[src/rtl/mqst_pkg.sv]
// Shared types and timing helpers for the Manchester byte link (transmitter and receiver).
package mqst_pkg;

  typedef enum logic {IDLE, RUN} state_t;

  localparam int HALF_BIT_DEF = 8;
  localparam bit MSB_FIRST    = 1'b1;

  // Edges closer than WIN_LO to the last mid-bit edge are bit boundaries; WIN_TO ends a frame.
  function automatic int win_lo(input int half_bit);
    return 3 * half_bit / 2;
  endfunction

  function automatic int win_to(input int half_bit);
    return 5 * half_bit / 2;
  endfunction

  localparam int WIN_LO = 3 * HALF_BIT_DEF / 2;
  localparam int WIN_TO = 5 * HALF_BIT_DEF / 2;

  function automatic logic [7:0] shift_in(input logic [7:0] sh, input logic b);
    if (MSB_FIRST)
      return {sh[6:0], b};
    else
      return {b, sh[7:1]};
  endfunction

endpackage

[src/rtl/mqst_edge_sync.sv]
// Two-flop synchronizer for the raw line plus registered level/edge/rise detection.
module mqst_edge_sync (
  input  logic clk,
  input  logic rst_p,
  input  logic din,
  output logic level,
  output logic edge_hit,
  output logic rise
);

  logic sync1;
  logic sync2;
  logic prev;

  // Outputs are registered so level, edge_hit and rise always describe the same sample.
  always_ff @(posedge clk or posedge rst_p) begin
    if (rst_p) begin
      sync1    <= 1'b0;
      sync2    <= 1'b0;
      prev     <= 1'b0;
      level    <= 1'b0;
      edge_hit <= 1'b0;
      rise     <= 1'b0;
    end else begin
      sync1    <= din;
      sync2    <= sync1;
      prev     <= sync2;
      level    <= sync2;
      edge_hit <= sync2 ^ prev;
      rise     <= sync2 & ~prev;
    end
  end

endmodule

[src/rtl/mqst_byte_rx.sv]
// Manchester byte receiver: recovers bit timing from mid-bit edges and assembles bytes MSB first.
module mqst_byte_rx
  import mqst_pkg::*;
#(
  parameter int HALF_BIT = 8,
  parameter int CNT_W    = 10
) (
  input  logic       clk,
  input  logic       rst_p,
  input  logic       Mqst_BitIn,
  output logic [7:0] data_out,
  output logic       data_out_valid,
  output logic       frame_active,
  output logic       frame_err,
  output logic       code_err
);

  localparam logic [CNT_W-1:0] LO  = CNT_W'(win_lo(HALF_BIT));
  localparam logic [CNT_W-1:0] TO  = CNT_W'(win_to(HALF_BIT));
  localparam logic [CNT_W-1:0] MAX = '1;

  logic level;
  logic edge_hit;
  logic rise;

  mqst_edge_sync u_sync (
    .clk      (clk),
    .rst_p    (rst_p),
    .din      (Mqst_BitIn),
    .level    (level),
    .edge_hit (edge_hit),
    .rise     (rise)
  );

  state_t           state, state_n;
  logic [CNT_W-1:0] cnt, cnt_n, cnt_inc;
  logic [2:0]       bit_cnt, bit_cnt_n;
  logic [7:0]       shreg, shreg_n;
  logic             seen, seen_n;
  logic [7:0]       data_n;
  logic             valid_n, ferr_n, cerr_n;

  always_ff @(posedge clk or posedge rst_p) begin
    if (rst_p) begin
      state          <= IDLE;
      cnt            <= '0;
      bit_cnt        <= '0;
      shreg          <= '0;
      seen           <= 1'b0;
      data_out       <= '0;
      data_out_valid <= 1'b0;
      frame_err      <= 1'b0;
      code_err       <= 1'b0;
    end else begin
      state          <= state_n;
      cnt            <= cnt_n;
      bit_cnt        <= bit_cnt_n;
      shreg          <= shreg_n;
      seen           <= seen_n;
      data_out       <= data_n;
      data_out_valid <= valid_n;
      frame_err      <= ferr_n;
      code_err       <= cerr_n;
    end
  end

  assign cnt_inc      = (cnt == MAX) ? cnt : cnt + 1'b1;
  assign frame_active = (state == RUN);

  // An edge arriving in the same cycle as the timeout is still decoded.
  always_comb begin
    state_n   = state;
    cnt_n     = cnt;
    bit_cnt_n = bit_cnt;
    shreg_n   = shreg;
    seen_n    = seen;
    data_n    = data_out;
    valid_n   = 1'b0;
    ferr_n    = 1'b0;
    cerr_n    = 1'b0;
    case (state)
      IDLE: begin
        if (rise) begin
          state_n   = RUN;
          cnt_n     = '0;
          bit_cnt_n = '0;
          seen_n    = 1'b0;
        end
      end
      RUN: begin
        if (edge_hit) begin
          if (cnt < LO) begin
            if (seen) begin
              cerr_n  = 1'b1;
              state_n = IDLE;
            end else begin
              seen_n = 1'b1;
              cnt_n  = cnt_inc;
            end
          end else begin
            shreg_n = shift_in(shreg, level);
            cnt_n   = '0;
            seen_n  = 1'b0;
            if (bit_cnt == 3'd7) begin
              data_n    = shreg_n;
              valid_n   = 1'b1;
              bit_cnt_n = 3'd0;
            end else begin
              bit_cnt_n = bit_cnt + 3'd1;
            end
          end
        end else if (cnt == TO) begin
          state_n = IDLE;
          ferr_n  = (bit_cnt != 3'd0);
        end else begin
          cnt_n = cnt_inc;
        end
      end
      default: state_n = IDLE;
    endcase
  end

endmodule
[config.mk]
export PLATFORM = sky130hd
export DESIGN_NAME = mqst_byte_rx
export DESIGN_NICKNAME = d
export VERILOG_FILES = /design/src/rtl/mqst_pkg.sv /design/src/rtl/mqst_edge_sync.sv /design/src/rtl/mqst_byte_rx.sv
export SDC_FILE = /design/constraint.sdc
export NUM_CORES = 1
export LEC_CHECK = 0
export CAP_MARGIN = 10
export CORE_UTILIZATION = 56
export CTS_CLUSTER_DIAMETER = 60
export DETAILED_ROUTE_END_ITERATION = 7
export GPL_ROUTABILITY_DRIVEN = 0
export GPL_TIMING_DRIVEN = 0
export HOLD_SLACK_MARGIN = 0.1
export PLACE_DENSITY = 0.84
export SLEW_MARGIN = 30
export SYNTH_ARGS = -nofsm -noshare
export SYNTH_HDL_FRONTEND = slang
export SYNTH_SLANG_ARGS = --single-unit
[constraint.sdc]
create_clock -name clk -period 2.81 [get_ports clk]
set_input_delay 0.281 -clock clk [delete_from_list [all_inputs] [get_ports clk]]
set_output_delay 0.281 -clock clk [all_outputs]
set_load 0.02 [all_outputs]
# Word-level counts from Yosys, hierarchy flattened
# Index checks and enable logic that the tools add are counted.
[op_classes]
n_eq_ne = 8
n_addsub = 2
n_reduce_logical = 6
order_cmp = 1
n_bitwise = 5
muxes = 33
[op_table]
columns = ["cell", "count"]
rows = [
  ["2-to-1 mux 10 bit", 6],
  ["case mux 10 bit (2 select lines)", 1],
  ["2-to-1 mux 1 bit", 19],
  ["2-to-1 mux 3 bit", 4],
  ["adder 10 x 1 -> 10 bit, second input constant", 1],
  ["== test 10 bit, second input constant", 1],
  ["== test 10 x 5 -> 1 bit, second input constant", 1],
  ["less-than comparator 10 x 4 -> 1 bit, second input constant", 1],
  ["AND reduction 3 bit", 3],
  ["case mux 3 bit (2 select lines)", 1],
  ["inequality test 2 x 1 -> 1 bit, second input constant", 2],
  ["inequality test 4 bit, second input constant", 1],
  ["case mux 1 bit (2 select lines)", 2],
  ["AND reduction 4 bit", 1],
  ["adder 3 x 1 -> 3 bit, second input constant", 1],
  ["== test 3 bit, second input constant", 1],
  ["inequality test 3 x 2 -> 1 bit, second input constant", 1],
  ["NOT 1 bit", 3],
  ["nonzero test 3 bit", 1],
  ["inequality test 2 bit, second input constant", 1],
  ["AND reduction 2 bit", 1],
  ["bitwise AND 1 bit", 1],
  ["bitwise XOR 1 bit", 1],
]
[word_totals]
reg_bits = 38
wordCells = 69

# Longest topological paths before layout
# Gate-level depths: netlist of run 1.
[logic_depth]
word_depth = 6
mapped_depth = 7
depth_no_buf = 7

# Cells and area by module
# A second synthesis of run 1 with hierarchy kept.
[hier_totals]
hier_cells = 153
hier_area_um2 = 1754.2
[by_module_without_submodules]
columns = ["module", "area_each_um2", "instances", "cells_each", "seq_area_each_um2"]
rows = [
  ["mqst_byte_rx", 1605.3, 1, 144, 825.8],
  ["mqst_edge_sync", 148.9, 1, 9, 125.1],
]

# Worst setup path before layout of run 1
# Ideal clock, no wire load.
[synth_path]
path_kind = "register to register"
from = "reg cnt[5]"
to = "reg data_out[0]"
t_arrival_ns = 1.858
required_ns = 2.685
period_less_slack_ns = 1.983
setup_slack_ns = 0.827
stages_incl_launch_ff = 6
cell_sequence = "dfrtp_1 -> or4_4 -> o41ai_4 -> nor2_2 -> nand2_2 -> mux2_2"
[synth_via]
elab_chain_len = 3
[synth_lines]
columns = ["element", "line", "source"]
rows = [
  ["start, declared", "mqst_byte_rx.sv:36", "logic [CNT_W-1:0] cnt, cnt_n, cnt_inc;"],
  ["start signal, assigned", "mqst_byte_rx.sv:56", "cnt <= cnt_n;"],
  ["less-than comparator 10 x 4 -> 1 bit", "mqst_byte_rx.sv:92", "if (cnt < LO) begin"],
  ["NOT 1 bit (no source line)", "n/a", ""],
  ["AND reduction 4 bit (no source line)", "n/a", ""],
  ["end signal, assigned", "mqst_byte_rx.sv:60", "data_out <= data_n;"],
  ["end, declared", "mqst_byte_rx.sv:11", "output logic [7:0] data_out,"],
]
# Every way passes these cells.
# A chain may end at the register's enable or synchronous reset.

# Worst setup path after layout of run 1
[layout_path]
from = "reg cnt[5]"
to = "reg cnt[1]"
[layout_via]
elab_chain_len = 6
elab_cells_between_ends = 12
classes_between = "1 x order compare; 4 x eq/ne; 6 x mux; 1 x reduce/logical"
[layout_lines]
columns = ["element"]
rows = [
  ["branches (longest 6 deep; another with less-than comparator 10 x 4 -> 1 bit)"],
]
# Parallel ways; which one is timed is not known. The select of a mux whose other input is x is not followed.

==> results.md, run 1 <==
- Crit path capture type: register
- Finished Cell Area: between 1500 and 2000 sq um
- Post-synth EDFFs: 0
- Via-to-Cell Ratio: just under 6
- Area growth syn-to-layout: 13.11%
- Final antenna-violating net count: 0
- Gr ovfl total: 0
- Ys Warns: 0
- Sw Ratio: roughly a third
- FP Rows: 19
- Power share of the sequential group: 52.9%
- Clock tree sinks: 38
- Clock power share: about a fifth
- Routed WL: between 2 and 3 mm
- Post-Syn Area per Cell: around 12 sq um
- Ant diodes: 0
- Final setup viols: 0
- Tmin final: ~2.2 ns
- Num CTS Buffers: 5
- Fraction of registers with async set or reset after synthesis: 100.0%
- Tcrit/Tclk final: 77.04%
- Seq/Total Area, Yosys: between 50% and 60%
- Slew margin rel.: 49.95%
- Initial antenna violation count: 0
- Max Slew Vio Count: 0
- Sw power: 0.4252 mW
- Tot Pwr: 1.279 mW
- Setup TNS: 0 ns
- Largest net degree at the start of global routing: 39
- Critical Path RT: 3.09 ns
- Post-cts sizing count: 0
- Die Ht: between 50 and 60 microns
- GR Layer Usage met3: roughly 7%
- CP Max Fanout: 10
- Pwr dens: roughly 650 nW/um^2
- DIE AREA: between 3000 and 4000 sq um
- CTS max path bufs: 2
- Pint: about 0.85 mW
- CTS H-tree lvls: 2
- Synthesized flop and latch total: 38
- Status: finished with violations
- Synth Flop Type: dfrtp_1
- Hold WC Path Type: register to register
- Clock root buffer: clkbuf_4
- CTS tree: built
- Finished Layout Cells: ~200
- Leakage: ~0.95 nW
- Max Cap Viol: 0
- Num ports: 15
- Initial Util: 61.08%
- Critical path arrival: about 2.5 ns
- Initial drt markers: 32
- Placed cell count: ~190
- Nets: roughly 170
- Syn_nets: ~150
- Netlist cell types: 35
- Worst Skew: around 0.0028 ns
- Fraction of layout cells with a size suffix above 1: about a quarter
- DR DRC count: 1
- Area of the core: roughly 2800 sq um
- Final Hold Fails: 0
- IO buf count: 14
- Via Count: around 1100
- Mapped Area: 1728 sq um
- RSZ-0062 raised after global routing: no
- Post-DP HPWL: roughly 2.1 mm
- First-pass GRT wire length: between 5 and 6 mm
- Met1 Resource Use GR: 26.56%
- Overall Global Routing Usage: between 20% and 30%
- Most Used Layer, Global Route: met2
- Hold Buf Count CTS: 0
- Die span in x: 57.55 microns
- Clk slew on worst S/H paths: between 0.1 and 0.15 ns
- Crit start category: register
- Worst Tran Pin Value: between 0.7 and 0.8 ns
- Max frequency: 461.9 MHz
- WL/cell: about 15 microns
- Post-Syn Instances: about 140
- Setup Buffers After CTS: 0
- Logic pwr share: a little over a quarter
- Clock latency on the worst-skew pair: 0.34 ns
- Number of global-route vias before repair: around 1100
- GR Util met2: 32.89%
- Category of the critical setup timing path: register to register
- Final Hold Slack: 0.3589 ns
- Failing checks: design-rule violations
- DRT Pass-1 Iters: 6
- Peak supply drop: approximately 320 uV
- Post-DP Area: approximately 1900 sq um
-- registers in the layout, indices dropped and copies added (netlist names), 3 cells and up --
name / count
shreg: 7
data_out: 8
cnt: 10
bit_cnt: 3
-- per-stage QoR --
step           util (%)  worst slack [ns]
5_1_grt           69.08            0.4783
6_report          69.08            0.6451
4_1_cts           69.08            0.6270
3_3_place_gp      67.40            0.7113
3_5_place_dp      67.40            0.6412
2_1_floorplan         -            0.8272
-- layout make-up --
type | instances | area (sq um)
inverters | 10 | 37.54
clock buffers | 5 | 37.54
fillers | 215 | 874.6
well taps | 31 | 38.79
flip-flops and latches | 38 | 950.9
clock inverters | 2 | 10.01
plain buffers | 3 | 26.28
repair buffers | 14 | 140.1
multi-input cells | 92 | 713.2
-- worst paths after layout --
| check | start | end | slack, ns | cells past startpoint |
|---|---|---|---|---|
| max in group asynchronous | rst_p | cnt[7] | 1.95 | 2 |
| worst min register to register | u_sync.sync1 | u_sync.sync2 | 0.36 | 0 |
| worst min-delay path | u_sync.sync1 | u_sync.sync2 | 0.36 | 0 |
| worst max register to register | cnt[5] | cnt[1] | 0.65 | 5 |
| worst max-delay path | cnt[5] | cnt[1] | 0.65 | 5 |
| min in group asynchronous | rst_p | shreg[2] | 0.38 | 2 |
-- layout by cell type (no fill, tap or decap), drive strengths merged, types with 6 or more instances in the layout --
cell and count:
clkbuf 6, nor2 12, inv 10, mux2 16, ha 6, dfrtp 38
a21oi 8, clkdlybuf4s50 14, nand3 7
-- synth_stat cells (all sizes together) (3+ instances only) --
master	n	area share (%)
mux2	16	10
or3	5	1.8
nor2	12	2.9
ha	6	4.3
a21oi	8	3.2
nor2b	3	1.1
inv	10	2.2
nand4	3	1.1
and3	3	1.2
nand2	5	1.2
xor2	4	2.0
o21ai	5	1.7
dfrtp	38	55
nand3	7	2.0
-- layer usage --
metal / vias up / part of all wire [%]
li1: 538 / -
met1: 569 / 45
met2: 19 / 50
met3: 8 / 3.6
met4: 0 / 1.9
met5: - / 0
-- power groups by stage --
stage	Combinational (mW)	Sequential, mW	Clock, mW
CTS	0.338	0.677	0.273
detailed placement	0.336	0.688	0
global route	0.378	0.686	0.293
finish	0.336	0.676	0.266
floorplan	0.241	0.687	0
global placement	0.318	0.681	0
-- worst max-delay path, stage by stage (launching register included) --
cell and delay [ns]:
dfrtp_1 0.44, or4_4 0.58, nand2b_4 0.17, a21oi_1 0.49
o21ai_0 0.25, a21oi_2 0.18
-- kinds of logic after synthesis --
family,after synthesis,synth area share (%)
xor gates and xnor gates,4,2.027
muxes,16,10.43
AOI/OAI and AO/OA,18,8.400
DFF,38,55.03
adders and majority gates,6,4.345
buffers and inverters,13,3.693
and+or+nand+nor,48,16.08
(Power assumes the default switching activity.)
==> run 2: changes to the inputs <==
--- a/config.mk
+++ b/config.mk
@@ -6,13 +6,13 @@
 export NUM_CORES = 1
 export LEC_CHECK = 0
 export CAP_MARGIN = 10
-export CORE_UTILIZATION = 56
+export CORE_UTILIZATION = 51
 export CTS_CLUSTER_DIAMETER = 60
 export DETAILED_ROUTE_END_ITERATION = 7
 export GPL_ROUTABILITY_DRIVEN = 0
 export GPL_TIMING_DRIVEN = 0
 export HOLD_SLACK_MARGIN = 0.1
-export PLACE_DENSITY = 0.84
+export PLACE_DENSITY = 0.81
 export SLEW_MARGIN = 30
 export SYNTH_ARGS = -nofsm -noshare
 export SYNTH_HDL_FRONTEND = slang
==> constraint.sdc (replaced) <==
create_clock -name clk -period 1.93 [get_ports clk]
set_input_delay 0.193 -clock clk [delete_from_list [all_inputs] [get_ports clk]]
set_output_delay 0.193 -clock clk [all_outputs]
set_load 0.02 [all_outputs]
==> run 2 against run 1 <==
Against the previous run:
- the flow finishes with violations (negative setup slack)
- setup slack lost 0.75 ns
- clock skew is 0.0082 ns higher
- count of clock-buffer cells in the layout is 1 higher
- via count rose by 7.1%
- register-to-register slack lost 0.75 ns
- largest power group unchanged
==> results.md, run 2 (same netlist as run 1, synthesis figures left out) <==
- Status: finished with violations
- Failing checks: negative setup slack
- WP buf/inv: 1
- Top delay family on crit path: simple AND/OR/NAND/NOR gates
- Initial Util: 55.24%
- Max Cap Viol: 0
- Overall Global Routing Usage: 19.12%
- Area growth syn-to-layout: 23.46%
- Pwr dens: 937.7 nW/um^2
- RSZ-0062 raised after global routing: yes
- Final setup viols: 28
- Number of global-route vias before repair: about 1100
- Clock tree sinks: 38
- Initial antenna violation count: 0
- Num CTS Buffers: 5
- Final Hold Fails: 0
- Crit-path max cell delay: ~0.57 ns
- First-pass GRT wire length: 5.016 mm
- Via-to-Cell Ratio: ~5.6
- Hold Buf Count CTS: 0
- Hold path depth: 1
- Largest Register: cnt
- CTS H-tree lvls: 2
- Slew margin rel.: 47.26%
- Post-Place Setup Slack: -0.1906 ns
- Post-DP Area: 1923 sq um
- IO buf count: 14
- Final antenna-violating net count: 0
- CTS max path bufs: 2
- Most frequent cells in the layout: dfrtp_1, clkdlybuf4s50_1, inv_1, mux2_4
- Most common cell after layout, fill and taps aside: dfrtp_1
- Routed WL: about 3.5 mm
- Setup TNS: -1.361 ns
- Hold_sp: Mqst_BitIn
- Post-DP HPWL: 2.002 mm
- Hold WC Path Type: input pin to register
- DIE AREA: 3625 sq um
- Peak supply drop: 522.0 uV
- Leakage: 1.056 nW
- Worst path depth: 6
- DRT Pass-1 Iters: 4
- CTS tree: built
- Flip-flop count of the largest register after layout: 10
- Die span in x: between 60 and 70 microns
- Clock root buffer: clkbuf_4
- Setup crit start: cnt[5]
- CP max-delay cell: or4_4
- Ant diodes: 0
- Fraction of layout cells with a size suffix above 1: 32.95%
- Tcrit/Tclk final: 105.6%
- Regs by FF count: cnt: 10 flops, data_out: 8 flops, shreg: 7 flops
- Tmin final: roughly 2.0 ns
- Nets: 181
- Clk slew on worst S/H paths: 0.12 ns
- Num ports: 15
- Worst Skew: 0.01100 ns
- Crit start category: register
- WL/cell: 16.12 microns
- Largest net degree at the start of global routing: 39
- Clock latency on the worst-skew pair: 0.34 ns
- Max Slew Vio Count: 0
- Worst Tran Pin Value: 0.7900 ns
- DR DRC count: 0
- Max frequency: 490.7 MHz
- Critical path arrival: 2.30 ns
- Slack of the critical path: -0.1078 ns
- Gr ovfl total: 0
- CP Max Fanout: 10
- FP Rows: 20
- Reg2Reg Launch Point: cnt[5]
- Critical path cell sequence: or4_4, o41ai_4, nor2_4, or2_1, buf_6, a21oi_2
- Finished Cell Area: roughly 2100 sq um
- Initial drt markers: 33
- Die Ht: 60.21 microns
- Critical Path RT: 2.19 ns
- Category of the critical setup timing path: register to register
- Cell count of the worst reg-to-reg path: 6
- Crit path capture type: register
- Area of the core: approximately 3100 sq um
- Via Count: roughly 1200
## run 2: cell count changes in the layout (fill, tap and decap cells not counted), moves of 2 or more
cell / delta
mux2_4: +9
a21oi_1: -2
nor2_1: -3
buf_4: +7
mux2_2: -9
nand2_4: +3
nor2_2: +2
## run 2: repair_timing
action / CTS / global route
buffers inserted: 2 / 5
endpoints found under the setup margin: 21 / 28
gates cloned: 1 / 0
resized for setup: 2 / 19
pin swaps: 2 / 3
## run 2: through the flow
stage,std cells,hold slack (ns),util [%],total power [mW]
2_1_floorplan,143,0.2244,-,1.351
3_3_place_gp,201,0.3337,61.48,1.456
3_5_place_dp,201,0.3371,61.48,1.489
4_1_cts,212,0.2764,64.48,1.923
5_1_grt,217,0.2939,68.20,2.094
6_report,217,0.2809,68.20,2.000
## run 2: final cells by class
cell class	instances	area (sq um)
multi-input cells	93	807.0
repair buffers	21	192.7
clock inverters	2	12.51
well taps	44	55.05
flip-flops and latches	38	950.9
clock buffers	6	51.30
fillers	236	994.7
inverters	10	37.54
plain buffers	3	26.28
## run 2: per-layer routing
layer  wire length (microns)  track usage [%]  vias up
met5                       0                0        -
met1                    1490            24.61      619
met3                     124            4.113        9
met4                      46            9.302        0
met2                    1836            30.46       30
li1                        -                -      556
## run 2: path summary, 6_finish.rpt
| path | end | slack [ns] |
|---|---|---|
| worst min-delay path | u_sync.sync1 | 0.28 |
| min in group asynchronous | shreg[1] | 0.31 |
| max in group asynchronous | cnt[9] | 1.12 |
| worst max register to register | cnt[3] | -0.11 |
| worst max-delay path | cnt[3] | -0.11 |
| worst min register to register | u_sync.sync2 | 0.37 |
## run 2: worst reg2reg max path, delay by kind of cell, from the launching register on
kind,cells,cell delay (ns)
AND/OR/NAND/NOR,3,0.95
AO/OA/AOI/OAI,2,0.45
flip-flops,1,0.41
buffers and inverters,1,0.16
## run 2: power breakdown
part	internal (mW)	total (mW)	switching [mW]
logic	0.257	0.560	0.303
clock network	0.175	0.438	0.263
registers	0.889	1.00	0.114
